File: src/rtl/rgb_sequencer_if.sv
// rtl/rgb_sequencer_if.sv - table-write, playback-control and LED-status bundle for rgb_sequencer
interface rgb_sequencer_if #(
    parameter int STEPS     = 8,
    parameter int DUR_WIDTH = 8
);
    localparam int AW = $clog2(STEPS);

    logic                 i_wr;
    logic [AW-1:0]        i_waddr;
    logic [DUR_WIDTH+2:0] i_wdata;
    logic                 i_start;
    logic                 i_stop;
    logic                 i_loop;
    logic [2:0]           o_rgb;
    logic [AW-1:0]        o_step;
    logic                 o_busy;
    logic                 o_done;

    modport master (
        output i_wr, i_waddr, i_wdata, i_start, i_stop, i_loop,
        input  o_rgb, o_step, o_busy, o_done
    );

    modport slave (
        input  i_wr, i_waddr, i_wdata, i_start, i_stop, i_loop,
        output o_rgb, o_step, o_busy, o_done
    );
endinterface

File: src/rtl/rgb_sequencer.sv
// rtl/rgb_sequencer.sv - table-driven RGB step player with prescaled durations, loop and stop
module rgb_sequencer #(
    parameter int PRESCALE  = 20,
    parameter int STEPS     = 8,
    parameter int DUR_WIDTH = 8
) (
    input  logic           i_clk,
    input  logic           i_rst,
    rgb_sequencer_if.slave seq
);
    localparam int AW = $clog2(STEPS);

    typedef enum logic {IDLE, RUN} state_t;

    state_t               state, state_n;
    logic [DUR_WIDTH+2:0] table_q [STEPS];
    logic [PRESCALE-1:0]  presc, presc_n;
    logic [DUR_WIDTH-1:0] remaining, remaining_n;
    logic [AW-1:0]        step, step_n;
    logic [2:0]           rgb, rgb_n;
    logic                 busy, busy_n;
    logic                 done, done_n;

    logic [AW:0]          next_idx;
    logic [AW-1:0]        chosen;
    logic                 end_pat;

    function automatic logic [DUR_WIDTH-1:0] dur_of(input logic [DUR_WIDTH+2:0] e);
        return e[DUR_WIDTH+2:3];
    endfunction

    always_ff @(posedge i_clk) begin
        if (i_rst) state <= IDLE;
        else       state <= state_n;
    end

    always_comb begin
        state_n     = state;
        presc_n     = presc;
        remaining_n = remaining;
        step_n      = step;
        rgb_n       = rgb;
        busy_n      = busy;
        done_n      = 1'b0;
        next_idx    = {1'b0, step} + 1'b1;
        chosen      = '0;
        end_pat     = 1'b0;
        case (state)
            IDLE: begin
                presc_n     = '0;
                remaining_n = '0;
                step_n      = '0;
                rgb_n       = 3'b000;
                busy_n      = 1'b0;
                if (seq.i_start && !seq.i_stop) begin
                    if (dur_of(table_q[0]) != '0) begin
                        state_n     = RUN;
                        remaining_n = dur_of(table_q[0]);
                        rgb_n       = table_q[0][2:0];
                        busy_n      = 1'b1;
                    end else begin
                        done_n = 1'b1;
                    end
                end
            end
            RUN: begin
                if (seq.i_stop) begin
                    state_n     = IDLE;
                    presc_n     = '0;
                    remaining_n = '0;
                    step_n      = '0;
                    rgb_n       = 3'b000;
                    busy_n      = 1'b0;
                end else begin
                    presc_n = presc + 1'b1;
                    if (&presc) begin
                        if (remaining == DUR_WIDTH'(1)) begin
                            // Past the last entry or at a zero-duration marker: wrap or finish.
                            if (next_idx == (AW+1)'(STEPS) ||
                                dur_of(table_q[next_idx[AW-1:0]]) == '0) begin
                                if (seq.i_loop) chosen = '0;
                                else            end_pat = 1'b1;
                            end else begin
                                chosen = next_idx[AW-1:0];
                            end
                            if (!end_pat && dur_of(table_q[chosen]) == '0)
                                end_pat = 1'b1;
                            if (end_pat) begin
                                state_n     = IDLE;
                                presc_n     = '0;
                                remaining_n = '0;
                                step_n      = '0;
                                rgb_n       = 3'b000;
                                busy_n      = 1'b0;
                                done_n      = 1'b1;
                            end else begin
                                step_n      = chosen;
                                remaining_n = dur_of(table_q[chosen]);
                                rgb_n       = table_q[chosen][2:0];
                            end
                        end else begin
                            remaining_n = remaining - 1'b1;
                        end
                    end
                end
            end
            default: state_n = IDLE;
        endcase
    end

    always_ff @(posedge i_clk) begin
        if (i_rst) begin
            presc     <= '0;
            remaining <= '0;
            step      <= '0;
            rgb       <= 3'b000;
            busy      <= 1'b0;
            done      <= 1'b0;
            for (int i = 0; i < STEPS; i++) table_q[i] <= '0;
        end else begin
            presc     <= presc_n;
            remaining <= remaining_n;
            step      <= step_n;
            rgb       <= rgb_n;
            busy      <= busy_n;
            done      <= done_n;
            // Loads above read the pre-write contents, so a same-cycle write is seen next time.
            if (seq.i_wr) table_q[seq.i_waddr] <= seq.i_wdata;
        end
    end

    assign seq.o_rgb  = rgb;
    assign seq.o_step = step;
    assign seq.o_busy = busy;
    assign seq.o_done = done;
endmodule

File: src/flat_wrapper.sv
// flat-port wrapper written by rule: the top's interface ports become plain ports
module rgb_sequencer_flat 
#(
    parameter int PRESCALE  = 20,
    parameter int STEPS     = 8,
    parameter int DUR_WIDTH = 8
)
  (i_clk, i_rst, seq_i_wr, seq_i_waddr, seq_i_wdata, seq_i_start, seq_i_stop, seq_i_loop, seq_o_rgb, seq_o_step, seq_o_busy, seq_o_done);
  rgb_sequencer_if #(.STEPS(STEPS), .DUR_WIDTH(DUR_WIDTH)) seq_i ();
  input  logic i_clk;
  input  logic i_rst;
  input wire logic [$bits(seq_i.i_wr)-1:0] seq_i_wr;
  input wire logic [$bits(seq_i.i_waddr)-1:0] seq_i_waddr;
  input wire logic [$bits(seq_i.i_wdata)-1:0] seq_i_wdata;
  input wire logic [$bits(seq_i.i_start)-1:0] seq_i_start;
  input wire logic [$bits(seq_i.i_stop)-1:0] seq_i_stop;
  input wire logic [$bits(seq_i.i_loop)-1:0] seq_i_loop;
  output wire logic [$bits(seq_i.o_rgb)-1:0] seq_o_rgb;
  output wire logic [$bits(seq_i.o_step)-1:0] seq_o_step;
  output wire logic [$bits(seq_i.o_busy)-1:0] seq_o_busy;
  output wire logic [$bits(seq_i.o_done)-1:0] seq_o_done;
  assign seq_i.i_wr = seq_i_wr;
  assign seq_i.i_waddr = seq_i_waddr;
  assign seq_i.i_wdata = seq_i_wdata;
  assign seq_i.i_start = seq_i_start;
  assign seq_i.i_stop = seq_i_stop;
  assign seq_i.i_loop = seq_i_loop;
  assign seq_o_rgb = seq_i.o_rgb;
  assign seq_o_step = seq_i.o_step;
  assign seq_o_busy = seq_i.o_busy;
  assign seq_o_done = seq_i.o_done;
  rgb_sequencer #(.PRESCALE(PRESCALE), .STEPS(STEPS), .DUR_WIDTH(DUR_WIDTH)) u_core (.i_clk(i_clk), .i_rst(i_rst), .seq(seq_i));
endmodule
File: config.mk
export PLATFORM = sky130hd
export DESIGN_NAME = rgb_sequencer_flat
export DESIGN_NICKNAME = d
export VERILOG_FILES = /design/src/rtl/rgb_sequencer_if.sv /design/src/rtl/rgb_sequencer.sv /design/src/flat_wrapper.sv
export SDC_FILE = /design/constraint.sdc
export NUM_CORES = 1
export LEC_CHECK = 0
export CAP_MARGIN = 30
export CORE_AREA = 5 5 137 106
export DETAILED_ROUTE_END_ITERATION = 7
export DIE_AREA = 0 0 142 111
export GPL_ROUTABILITY_DRIVEN = 0
export PLACE_DENSITY = 0.69
export SYNTH_ARGS = -nofsm -noshare
export SYNTH_HDL_FRONTEND = slang
export SYNTH_SLANG_ARGS = --single-unit
File: constraint.sdc
create_clock -name i_clk -period 4.7 [get_ports i_clk]
set_input_delay 0.94 -clock i_clk [delete_from_list [all_inputs] [get_ports i_clk]]
set_output_delay 0.94 -clock i_clk [all_outputs]
set_load 0.005 [all_outputs]
==> run_results.csv, run 1 <==
group,metric,value,unit
run_status,status,"complete, no violations",
cts,clock_sinks,125,
final_layout,layout.cell_area.non_filler,0.00741,mm²
global_routing,grt_start_max_net_pins,43,
synth,synth_simple_gate_area_share,0.255,
setup_path,worstSetupStartpointType,"flip-flop",
floorplanning,chipWidth,142,µm
setup_path,worst_setup_path_end_kind,"flip-flop",
final_layout,syn_to_final_growth,15.7,%
route,detail_route.vias_per_cell,6.07,
final_layout,n_antenna_cell,0,
placement,placedInstanceArea,0.00683,mm²
route,detailroute.via_count,4982,
floorplanning,design.core.area,0.0129,mm²
floorplanning,dieHeight,111,µm
timing,tns,0,ns
global_routing,track_usage,0.217,
timing,setup_viol,0,
floorplanning,start_util,0.497,
timing,timing.final.crit_share,0.858,
floorplanning,die_area,0.0158,mm²
route,drt-wirelength-per-cell,20.1,µm
timing,grt_setup_unrepaired,"false",
synth,async_flop_share,0,
timing,tightest_slew,0.983,ns
global_routing,antenna_found_initial,0,
synth,synth.ff_latch_count,125,
route,post-route-drc-count,0,
synth,ys_seq_area_frac,0.528,
global_routing,first_global_vias,4734,
power,power_leakage,2.58,nW
route,drt_pass1_iterations,5,
synth,synthesis.area_per_instance,10.5,µm²
setup_path,critical_path_buf_inv_count,0,
cts,cts-resized-gates,0,
cts,clock_path_buffers,2,
cts,clock-root-buffer,"sky130_fd_sc_hd__clkbuf_16",
synth,netlist_instances,610,
setup_path,worst_ep_arrival_time,4.32,ns
floorplanning,floorplan.io_pins,28,
timing,max_freq,0.248,GHz
synth,ys_types,58,
synth,synth_nets,634,
cts,tritoncts,"done",
timing,timing.final.max_slew_violations,0,
synth,synth_top_family_by_area,"simple AND/OR/NAND/NOR gates",
route,wirelength,16500,µm
setup_path,path_max_fanout,17,
cts,cts.htree.levels,4,
final_layout,proportion_of_layout_cells_with_a_drive_suffix_above_1,0.106,
power,total_power,2.72,mW
hold_path,worstHoldPathType,"reg -> reg",
cts,cts_hold_repair.buffers,0,
setup_path,max_stage_delay_on_crit_path,0.65,ns
cts,cts_post_setup_buffers_inserted,0,
setup_path,cpLargestDelayFamily,"simple AND/OR/NAND/NOR gates",
global_routing,first_pass_grt_wire_length,25900,µm
timing,timing.slew.headroom,0.340,
timing,fin_worst_skew,0.00890,ns
timing,fin_crit,4.03,ns
synth,synth-adder-area-share,0.00782,
setup_path,slowest_stage_cell_on_the_critical_path,"sky130_fd_sc_hd__ha_1",
synth,fraction_of_the_mapped_netlist_area_in_compound_gates,0.0983,
power,vdd_drop_max,0.316,mV
floorplanning,fp-row-count,36,
route,detailedRoute.firstIterationViolations,573,
synth,ys.warnings.count,0,
synth,synthXorXnorAreaFrac,0.0342,
placement,io_buffer_count,27,
cts,cts.reportedPaths.clkPinSlew,0.06,ns
global_routing,gr-total-overflow,0,
final_layout,final_net_count,661,
placement,place_hpwl,12000,µm
setup_path,cp_data_required_time,4.98,ns
synth,synth_ff_type,"sky130_fd_sc_hd__edfxtp_1",
synth,synth.mux.area_fraction,0.0489,
cts,cts_buffers,17,
placement,post-place-cells,789,
cts,insertion_delay,0.42,ns
final_layout,fin_cells,821,
power,power_per_cell_area,368,mW/mm²
run,drv_cap,0,
timing,finalHoldViolations,0,
final_layout,finalCoreUtilization,0.575,
setup_path,path_class,"reg -> reg",
synth,synth_enable_flop_cells,88,
synth,synth.cell_area,0.00640,mm²
setup_path,cpMostUsedCell,"sky130_fd_sc_hd__nor4b_1",
route,antenna_left,0,
setup_path,worstPathCellList,"ha_1 -> nor4b_1 -> nand3_1 -> o211ai_2 -> nand2_1 -> a21oi_1 -> a211oi_1 -> or4_1 -> or4_4 -> nor2_2 -> nor4b_1",
-- layout by cell type, fill, tap and decap left out, types with 18 or more instances in the layout --
cell                              Yosys  layout
sky130_fd_sc_hd__o21ai_0             19      19
sky130_fd_sc_hd__a21oi_1             28      28
sky130_fd_sc_hd__nand2_1             34      34
sky130_fd_sc_hd__dfxtp_1             37      36
sky130_fd_sc_hd__edfxtp_1            88      88
sky130_fd_sc_hd__clkbuf_16            0      18
sky130_fd_sc_hd__clkdlybuf4s50_1      0      27
sky130_fd_sc_hd__nor3_1              25      25
sky130_fd_sc_hd__mux2i_1             20      20
sky130_fd_sc_hd__nor4_1              26      26
sky130_fd_sc_hd__nor2_1              50      50
sky130_fd_sc_hd__nand3_1             20      20
sky130_fd_sc_hd__and2_1              90      90
-- synthesized netlist by cell type, types with 9 or more instances --
| cell type | instances | area (µm²) |
|---|---|---|
| sky130_fd_sc_hd__and2_1 | 90 | 563 |
| sky130_fd_sc_hd__edfxtp_1 | 88 | 2640 |
| sky130_fd_sc_hd__nor2_1 | 50 | 188 |
| sky130_fd_sc_hd__dfxtp_1 | 37 | 741 |
| sky130_fd_sc_hd__nand2_1 | 34 | 128 |
| sky130_fd_sc_hd__a21oi_1 | 28 | 140 |
| sky130_fd_sc_hd__nor4_1 | 26 | 163 |
| sky130_fd_sc_hd__nor3_1 | 25 | 125 |
| sky130_fd_sc_hd__mux2i_1 | 20 | 200 |
| sky130_fd_sc_hd__nand3_1 | 20 | 100 |
| sky130_fd_sc_hd__clkbuf_1 | 19 | 71.3 |
| sky130_fd_sc_hd__o21ai_0 | 19 | 95.1 |
| sky130_fd_sc_hd__xor2_1 | 17 | 149 |
| sky130_fd_sc_hd__a211oi_1 | 9 | 67.6 |
| sky130_fd_sc_hd__or2_2 | 9 | 56.3 |
-- routing by layer --
| layer | routed length [µm] | vias to the layer above | GRT usage |
|---|---|---|---|
| met5 | 0 | - | 0 |
| met1 | 7420 | 2376 | 0.320 |
| met4 | 323 | 0 | 0.0818 |
| met3 | 1760 | 34 | 0.0578 |
| met2 | 7000 | 266 | 0.302 |
| li1 | - | 2306 | - |
-- layout make-up --
type,count,area [µm²]
Fill cell,1135,5480
Sequential cell,125,3380
Multi-Input combinational cell,446,2840
Clock buffer,22,497
Timing Repair Buffer,39,360
Tap cell,171,214
Clock inverter,10,77.6
Inverter,8,30.0
-- metrics by stage --
step	setup WS, ns	hold WS, ns
after floorplan	1.34	0.453
after global placement	0.840	0.500
after detailed placement	0.748	0.496
after CTS	0.718	0.513
after global routing	0.325	0.549
final	0.665	0.511
-- cells by family (layout without fill, tap and decap cells) --
family / count (synthesis) / count (layout)
flip-flops: 125 / 125
multiplexers: 25 / 25
buffers and inverters: 39 / 79
XOR/XNOR: 25 / 25
adder cells (fa/ha/maj): 4 / 4
AND/OR/NAND/NOR: 296 / 296
AO/OA/AOI/OAI: 96 / 96
-- registers in the layout, summed over array words and instances, names as in the netlist --
register           count
u_core.seq.o_busy      1
u_core.table_q        88
u_core.state           1
u_core.seq.o_rgb       3
u_core.seq.o_done      1
u_core.presc          20
u_core.remaining       8
u_core.seq.o_step      3
-- worst min-delay path: stages, from the launching register on --
cell	delay (ns)
sky130_fd_sc_hd__dfxtp_1	0.32
sky130_fd_sc_hd__nor2_1	0.10
sky130_fd_sc_hd__nor4_1	0.05
-- report_power, final --
group          switching, mW  internal [mW]  total, mW  leakage [nW]
logic                  0.115         0.0799      0.195          1.15
registers             0.0455           1.24       1.28          1.14
clock network          0.491          0.755       1.25         0.286
-- path summary, 6_finish.rpt --
path | start | endpoint | slack, ns | depth (start not counted)
max reg2reg | u_core.seq.o_step[0]$_SDFFE_PP0P_ | u_core.presc[1]$_SDFF_PP0_ | 0.67 | 11
max | u_core.seq.o_step[0]$_SDFFE_PP0P_ | u_core.presc[1]$_SDFF_PP0_ | 0.67 | 11
min reg2reg | u_core.seq.o_rgb[2]$_SDFFE_PP0P_ | u_core.seq.o_rgb[2]$_SDFFE_PP0P_ | 0.51 | 2
min | u_core.seq.o_rgb[2]$_SDFFE_PP0P_ | u_core.seq.o_rgb[2]$_SDFFE_PP0P_ | 0.51 | 2
Note: power is estimated with default switching activity, not from simulation.
==> inputs of run 2 (changes only) <==
--- a/config.mk
+++ b/config.mk
@@ -12,4 +12,5 @@
 export GPL_ROUTABILITY_DRIVEN = 0
 export PLACE_DENSITY = 0.69
+export SKIP_CTS_REPAIR_TIMING = 1
 export SYNTH_ARGS = -nofsm -noshare
 export SYNTH_HDL_FRONTEND = slang
==> constraint.sdc (replaced) <==
create_clock -name i_clk -period 4.7 [get_ports i_clk]
set_input_delay 1.175 -clock i_clk [delete_from_list [all_inputs] [get_ports i_clk]]
set_output_delay 1.175 -clock i_clk [all_outputs]
set_load 0.005 [all_outputs]
==> run 2 against run 1 <==
Net effect: setup slack lost 0.010 ns; total power grew 2.6%; worst hold slack lost 0.0033 ns; clock-buffer cell count grew 1.
==> run_results.csv, run 2 (synthesis results as in run 1) <==
group,metric,value,unit
run_status,status,"complete, no violations",
power,internal_power,2.13,mW
route,drt-wirelength-per-cell,20.5,µm
route,drt_pass1_iterations,7,
global_routing,gr-usage-met2,0.327,
route,detail_route.vias_per_cell,6.08,
final_layout,syn_to_final_growth,16.3,%
final_layout,max_flop_register,"u_core.table_q",
global_routing,gr-total-overflow,0,
power,p_clk_frac,0.471,
global_routing,grt-busiest-layer,"met2",
final_layout,leading_cell_type_in_the_layout_fill_and_taps_excluded,"sky130_fd_sc_hd__and2_1",
final_layout,fin_cells,822,
global_routing,groute.layer.met3.usage,0.0565,
power,comb_power_share,0.070,
floorplanning,chipWidth,142,µm
cts,cts.reportedPaths.clkPinSlew,0.06,ns
power,seqPwrFrac,0.459,
cts,clock-root-buffer,"sky130_fd_sc_hd__clkbuf_16",
route,antenna_left,0,
global_routing,first_global_vias,4840,
cts,clock_sinks,125,
power,netSwitchingPower,0.663,mW
final_layout,nFillCells,1092,
power,vdd_drop_max,0.275,mV
final_layout,layout.area.seq,0.00338,mm²
final_layout,most-common-layout-cells,"sky130_fd_sc_hd__and2_1, sky130_fd_sc_hd__edfxtp_1, sky130_fd_sc_hd__nor2_1, sky130_fd_sc_hd__dfxtp_1, sky130_fd_sc_hd__nand2_1",
timing,timing.hold.ws,0.508,ns
timing,max_freq,0.247,GHz
global_routing,global_route.usage.met1,0.324,
final_layout,finalCoreUtilization,0.578,
floorplanning,fp-row-count,36,
cts,clock_path_buffers,2,
setup_path,reg2regPathDepth,11,
placement,dp_worst_setup_slack,0.821,ns
hold_path,worstHoldPathCells,2,
floorplanning,floorplan.io_pins,28,
run,drv_cap,0,
final_layout,number_of_flip_flops_under_the_largest_register_name,88,
timing,fin_crit,4.05,ns
timing,timing.final.max_slew_violations,0,
placement,post-place-cells,790,
global_routing,antenna_found_initial,0,
setup_path,cp_data_required_time,4.98,ns
floorplanning,start_util,0.497,
final_layout,n_antenna_cell,0,
timing,tightest_slew,0.943,ns
final_layout,multi_input_area,0.00284,mm²
timing,timing.slew.headroom,0.366,
cts,tritoncts,"done",
timing,finalHoldViolations,0,
setup_path,regToRegSetupSlack,0.65,ns
hold_path,worstHoldPathType,"reg -> reg",
setup_path,crit-reg2reg-launch,"u_core.seq.o_step[1]$_SDFFE_PP0P_",
cts,insertion_delay,0.43,ns
setup_path,worst_setup_path_end_kind,"flip-flop",
timing,grt_setup_unrepaired,"false",
timing,setup_viol,0,
final_layout,proportion_of_layout_cells_with_a_drive_suffix_above_1,0.108,
route,post-route-drc-count,0,
power,power_per_cell_area,375,mW/mm²
timing,fin_worst_skew,0.00881,ns
floorplanning,dieHeight,111,µm
global_routing,grt_start_max_net_pins,52,
setup_path,path_max_fanout,16,
timing,postLayoutSetupSlackWorst,0.655,ns
placement,io_buffer_count,27,
placement,place_hpwl,12000,µm
cts,cts_buffers,17,
setup_path,worst_ep_arrival_time,4.32,ns
floorplanning,design.core.area,0.0129,mm²
hold_path,min_from,"u_core.seq.o_rgb[0]$_SDFFE_PP0P_",
setup_path,worst_r2r_endpoint,"u_core.presc[9]$_SDFF_PP0_",
hold_path,worst_hold_path.endpoint,"u_core.seq.o_rgb[0]$_SDFFE_PP0P_",
power,power_leakage,2.61,nW
global_routing,first_pass_grt_wire_length,26800,µm
final_layout,final_net_count,662,
timing,timing.final.crit_share,0.861,
setup_path,path_class,"reg -> reg",
global_routing,track_usage,0.224,
cts,cts.htree.levels,4,
timing,tns,0,ns
setup_path,worstSetupStartpointType,"flip-flop",
route,detailroute.via_count,4997,
final_layout,biggestRegsByFlops,"u_core.table_q x88, u_core.presc x20, u_core.remaining x8",
route,detailedRoute.firstIterationViolations,661,
power,power.switching_fraction,0.237,
route,wirelength,16900,µm
floorplanning,die_area,0.0158,mm²
-- run 2: changes by cell type in the layout (fill, tap and decap cells not counted), sizes merged --
| cell | delta |
|---|---|
| buf | +1 |
| clkbuf | +1 |
| clkinvlp | -1 |
-- run 2: layout make-up --
class / count / share of cell area
sequential: 125 / 0.454
multi-input combinational: 446 / 0.382
clock buffer: 23 / 0.0727
timing repair buffer: 40 / 0.0494
tap: 171 / 0.0287
clock inverter: 9 / 0.00890
inverter: 8 / 0.00403
-- run 2: per-stage QoR --
stage / cell area (µm²) / power (mW)
floorplan: 6400 / 1.40
global placement: 6840 / 1.49
detailed placement: 6840 / 1.49
CTS: 7450 / 2.80
global route: 7450 / 2.88
finish: 7450 / 2.80
-- run 2: metal layers --
layer | vias to the layer above | routed length (µm)
met5 | - | 0
met4 | 0 | 252
met3 | 26 | 1570
met2 | 242 | 7400
met1 | 2422 | 7660
li1 | 2307 | -
-- run 2: how the worst max path moves through the flow --
stage                                            startpoint                     endpoint  cells after the start
after floorplan           u_core.seq.o_step[0]$_SDFFE_PP0P_  u_core.presc[11]$_SDFF_PP0_                     14
after global placement    u_core.seq.o_step[1]$_SDFFE_PP0P_   u_core.presc[9]$_SDFF_PP0_                     11
after detailed placement  u_core.seq.o_step[1]$_SDFFE_PP0P_   u_core.presc[9]$_SDFF_PP0_                     11
after CTS                 u_core.seq.o_step[1]$_SDFFE_PP0P_   u_core.presc[9]$_SDFF_PP0_                     11
after global routing      u_core.seq.o_step[1]$_SDFFE_PP0P_   u_core.presc[9]$_SDFF_PP0_                     11
final                     u_core.seq.o_step[1]$_SDFFE_PP0P_   u_core.presc[9]$_SDFF_PP0_                     11
-- run 2: power groups by stage --
| stage | Combinational, mW | Clock (mW) | Sequential, mW |
|---|---|---|---|
| floorplan | 0.122 | 0 | 1.28 |
| global placement | 0.189 | 0 | 1.30 |
| detailed placement | 0.192 | 0 | 1.30 |
| CTS | 0.193 | 1.32 | 1.28 |
| global route | 0.214 | 1.38 | 1.29 |
| finish | 0.196 | 1.32 | 1.28 |
-- run 2: critical path: stages, from the launching register on --
cell and delay [ns]:
sky130_fd_sc_hd__dfxtp_1 0.36, sky130_fd_sc_hd__ha_1 0.60, sky130_fd_sc_hd__buf_4 0.32, sky130_fd_sc_hd__o21ai_1 0.09, sky130_fd_sc_hd__a21oi_1 0.22, sky130_fd_sc_hd__o21a_1 0.37
sky130_fd_sc_hd__or4_1 0.17, sky130_fd_sc_hd__a211oi_1 0.10, sky130_fd_sc_hd__or4_1 0.53, sky130_fd_sc_hd__or4_4 0.47, sky130_fd_sc_hd__nor2_2 0.48, sky130_fd_sc_hd__nor4_1 0.16
==> inputs of run 3 (changes only) <==
CTS_BUF_LIST = sky130_fd_sc_hd__clkbuf_4   (was not set)
==> run 3 against run 2 <==
Net effect: clock skew up 0.013 ns; setup slack better by 0.046 ns; sequential power about the same; final area down 4.2%; maximum frequency increased by 1.1%; clock-buffer cell count shrank 6; global-route usage is 0.51 points lower; critical path type unchanged.
==> run_results.csv, run 3 (synthesis results as in run 1) <==
group,metric,value,unit
timing,timing.slew.headroom,0.352,
global_routing,first_global_vias,4795,
final_layout,n_antenna_cell,0,
setup_path,reg2regPathDepth,11,
timing,grt_setup_unrepaired,"false",
floorplanning,fp-row-count,36,
cts,clock_path_buffers,2,
setup_path,max_stage_delay_on_crit_path,0.60,ns
final_layout,layout.cell_area.non_filler,0.00714,mm²
hold_path,min_from,"u_core.seq.o_rgb[1]$_SDFFE_PP0P_",
global_routing,first_pass_grt_wire_length,26300,µm
run,drv_cap,0,
power,power.switching_fraction,0.259,
power,internal_power,1.68,mW
global_routing,grt_start_max_net_pins,52,
timing,setup_viol,0,
timing,timing.final.crit_share,0.851,
power,power_leakage,2.47,nW
route,detailroute.via_count,5004,
final_layout,biggestRegsByFlops,"u_core.table_q x88, u_core.presc x20, u_core.remaining x8",
setup_path,worst_r2r_endpoint,"u_core.seq.o_rgb[2]$_SDFFE_PP0P_",
final_layout,number_of_flip_flops_under_the_largest_register_name,88,
route,detailedRoute.firstIterationViolations,661,
timing,fin_crit,4.00,ns
floorplanning,dieHeight,111,µm
setup_path,worst_ep_arrival_time,4.42,ns
global_routing,track_usage,0.219,
global_routing,antenna_found_initial,0,
floorplanning,floorplan.io_pins,28,
placement,post-place-cells,790,
timing,fin_worst_skew,0.0216,ns
hold_path,worstHoldPathCells,2,
setup_path,worstSetupStartpointType,"flip-flop",
setup_path,path_max_fanout,16,
hold_path,worstHoldPathType,"reg -> reg",
route,drt-wirelength-per-cell,20.1,µm
cts,cts_buffers,17,
route,wirelength,16600,µm
floorplanning,design.core.area,0.0129,mm²
final_layout,proportion_of_layout_cells_with_a_drive_suffix_above_1,0.106,
setup_path,path_class,"reg -> reg",
timing,max_freq,0.250,GHz
cts,tritoncts,"done",
setup_path,worst_setup_path_end_kind,"flip-flop",
setup_path,crit-reg2reg-launch,"u_core.seq.o_step[1]$_SDFFE_PP0P_",
floorplanning,chipWidth,142,µm
power,seqPwrFrac,0.564,
route,drt_pass1_iterations,5,
power,vdd_drop_max,0.184,mV
placement,placedInstanceArea,0.00684,mm²
power,comb_power_share,0.086,
final_layout,most-common-layout-cells,"sky130_fd_sc_hd__and2_1, sky130_fd_sc_hd__edfxtp_1, sky130_fd_sc_hd__nor2_1, sky130_fd_sc_hd__dfxtp_1, sky130_fd_sc_hd__nand2_1",
cts,clock-root-buffer,"sky130_fd_sc_hd__clkbuf_4",
route,antenna_left,0,
setup_path,slowest_stage_cell_on_the_critical_path,"sky130_fd_sc_hd__ha_1",
final_layout,max_flop_register,"u_core.table_q",
timing,finalHoldViolations,0,
setup_path,regToRegSetupSlack,0.70,ns
cts,cts.reportedPaths.clkPinSlew,0.12,ns
final_layout,leading_cell_type_in_the_layout_fill_and_taps_excluded,"sky130_fd_sc_hd__and2_1",
timing,timing.final.max_slew_violations,0,
cts,clock_sinks,125,
placement,io_buffer_count,27,
route,detail_route.vias_per_cell,6.09,
final_layout,syn_to_final_growth,11.5,%
floorplanning,die_area,0.0158,mm²
power,power_per_cell_area,318,mW/mm²
final_layout,final_net_count,662,
cts,cts.htree.levels,4,
cts,insertion_delay,0.56,ns
final_layout,fin_cells,822,
setup_path,worstPathCellList,"ha_1 -> buf_4 -> o21ai_1 -> a21oi_1 -> o21a_1 -> or4_1 -> a211oi_1 -> or4_1 -> or4_4 -> nor2_2 -> nor4_1",
timing,tightest_slew,0.964,ns
placement,place_hpwl,12000,µm
global_routing,gr-total-overflow,0,
floorplanning,start_util,0.497,
power,p_clk_frac,0.350,
route,post-route-drc-count,0,
timing,tns,0,ns
setup_path,cpMostUsedCell,"sky130_fd_sc_hd__or4_1",
setup_path,cp_data_required_time,5.12,ns
hold_path,worst_hold_path.endpoint,"u_core.seq.o_rgb[1]$_SDFFE_PP0P_",
power,netSwitchingPower,0.587,mW
final_layout,nFillCells,1132,
final_layout,finalCoreUtilization,0.554,
run_status,status,"complete, no violations",
run 3: layer usage:
layer  vias up  global-route usage  part of all wire
met1      2418               0.326              0.47
met5         -                   0                 0
met2       242               0.313              0.43
li1       2313                   -                 -
met4         0              0.0710             0.017
met3        31              0.0530             0.091
run 3: worst max-delay path by stage:
stage | cells past startpoint | from | to | slack (ns)
CTS | 11 | u_core.seq.o_step[1]$_SDFFE_PP0P_ | u_core.presc[9]$_SDFF_PP0_ | 0.79
finish | 11 | u_core.seq.o_step[1]$_SDFFE_PP0P_ | u_core.seq.o_rgb[2]$_SDFFE_PP0P_ | 0.70
global route | 11 | u_core.seq.o_step[1]$_SDFFE_PP0P_ | u_core.seq.o_rgb[2]$_SDFFE_PP0P_ | 0.45
global placement | 11 | u_core.seq.o_step[1]$_SDFFE_PP0P_ | u_core.presc[9]$_SDFF_PP0_ | 0.93
detailed placement | 11 | u_core.seq.o_step[1]$_SDFFE_PP0P_ | u_core.presc[9]$_SDFF_PP0_ | 0.82
floorplan | 14 | u_core.seq.o_step[0]$_SDFFE_PP0P_ | u_core.presc[11]$_SDFF_PP0_ | 1.34
run 3: through the flow:
stage	hold slack [ns]	worst slack (ns)	total power, mW
after CTS	0.522	0.793	2.27
after floorplan	0.453	1.34	1.40
final	0.531	0.701	2.27
after global routing	0.547	0.453	2.36
after global placement	0.498	0.933	1.49
after detailed placement	0.497	0.821	1.49
run 3: power groups by stage:
stage,Clock (mW),Sequential (mW),Combinational (mW)
after floorplan,0,1.28,0.122
after global placement,0,1.30,0.189
after detailed placement,0,1.30,0.192
after CTS,0.804,1.28,0.193
after global routing,0.859,1.28,0.212
final,0.795,1.28,0.195
run 3: cell type report:
| class | instances | area, µm² | share of cell area |
|---|---|---|---|
| well taps | 171 | 214 | 0.0300 |
| clock inverters | 15 | 168 | 0.0235 |
| flip-flops and latches | 125 | 3380 | 0.474 |
| repair buffers | 40 | 368 | 0.0516 |
| clock buffers | 17 | 128 | 0.0179 |
| multi-input cells | 446 | 2840 | 0.399 |
| inverters | 8 | 30.0 | 0.00421 |
run 3: worst max-delay path, delay by kind of cell, from the launching register on:
family	cells	cell delay, ns
compound gates	4	0.76
fa+ha+maj	1	0.60
buf+inv	1	0.32
flops	1	0.39
simple gates	5	1.78
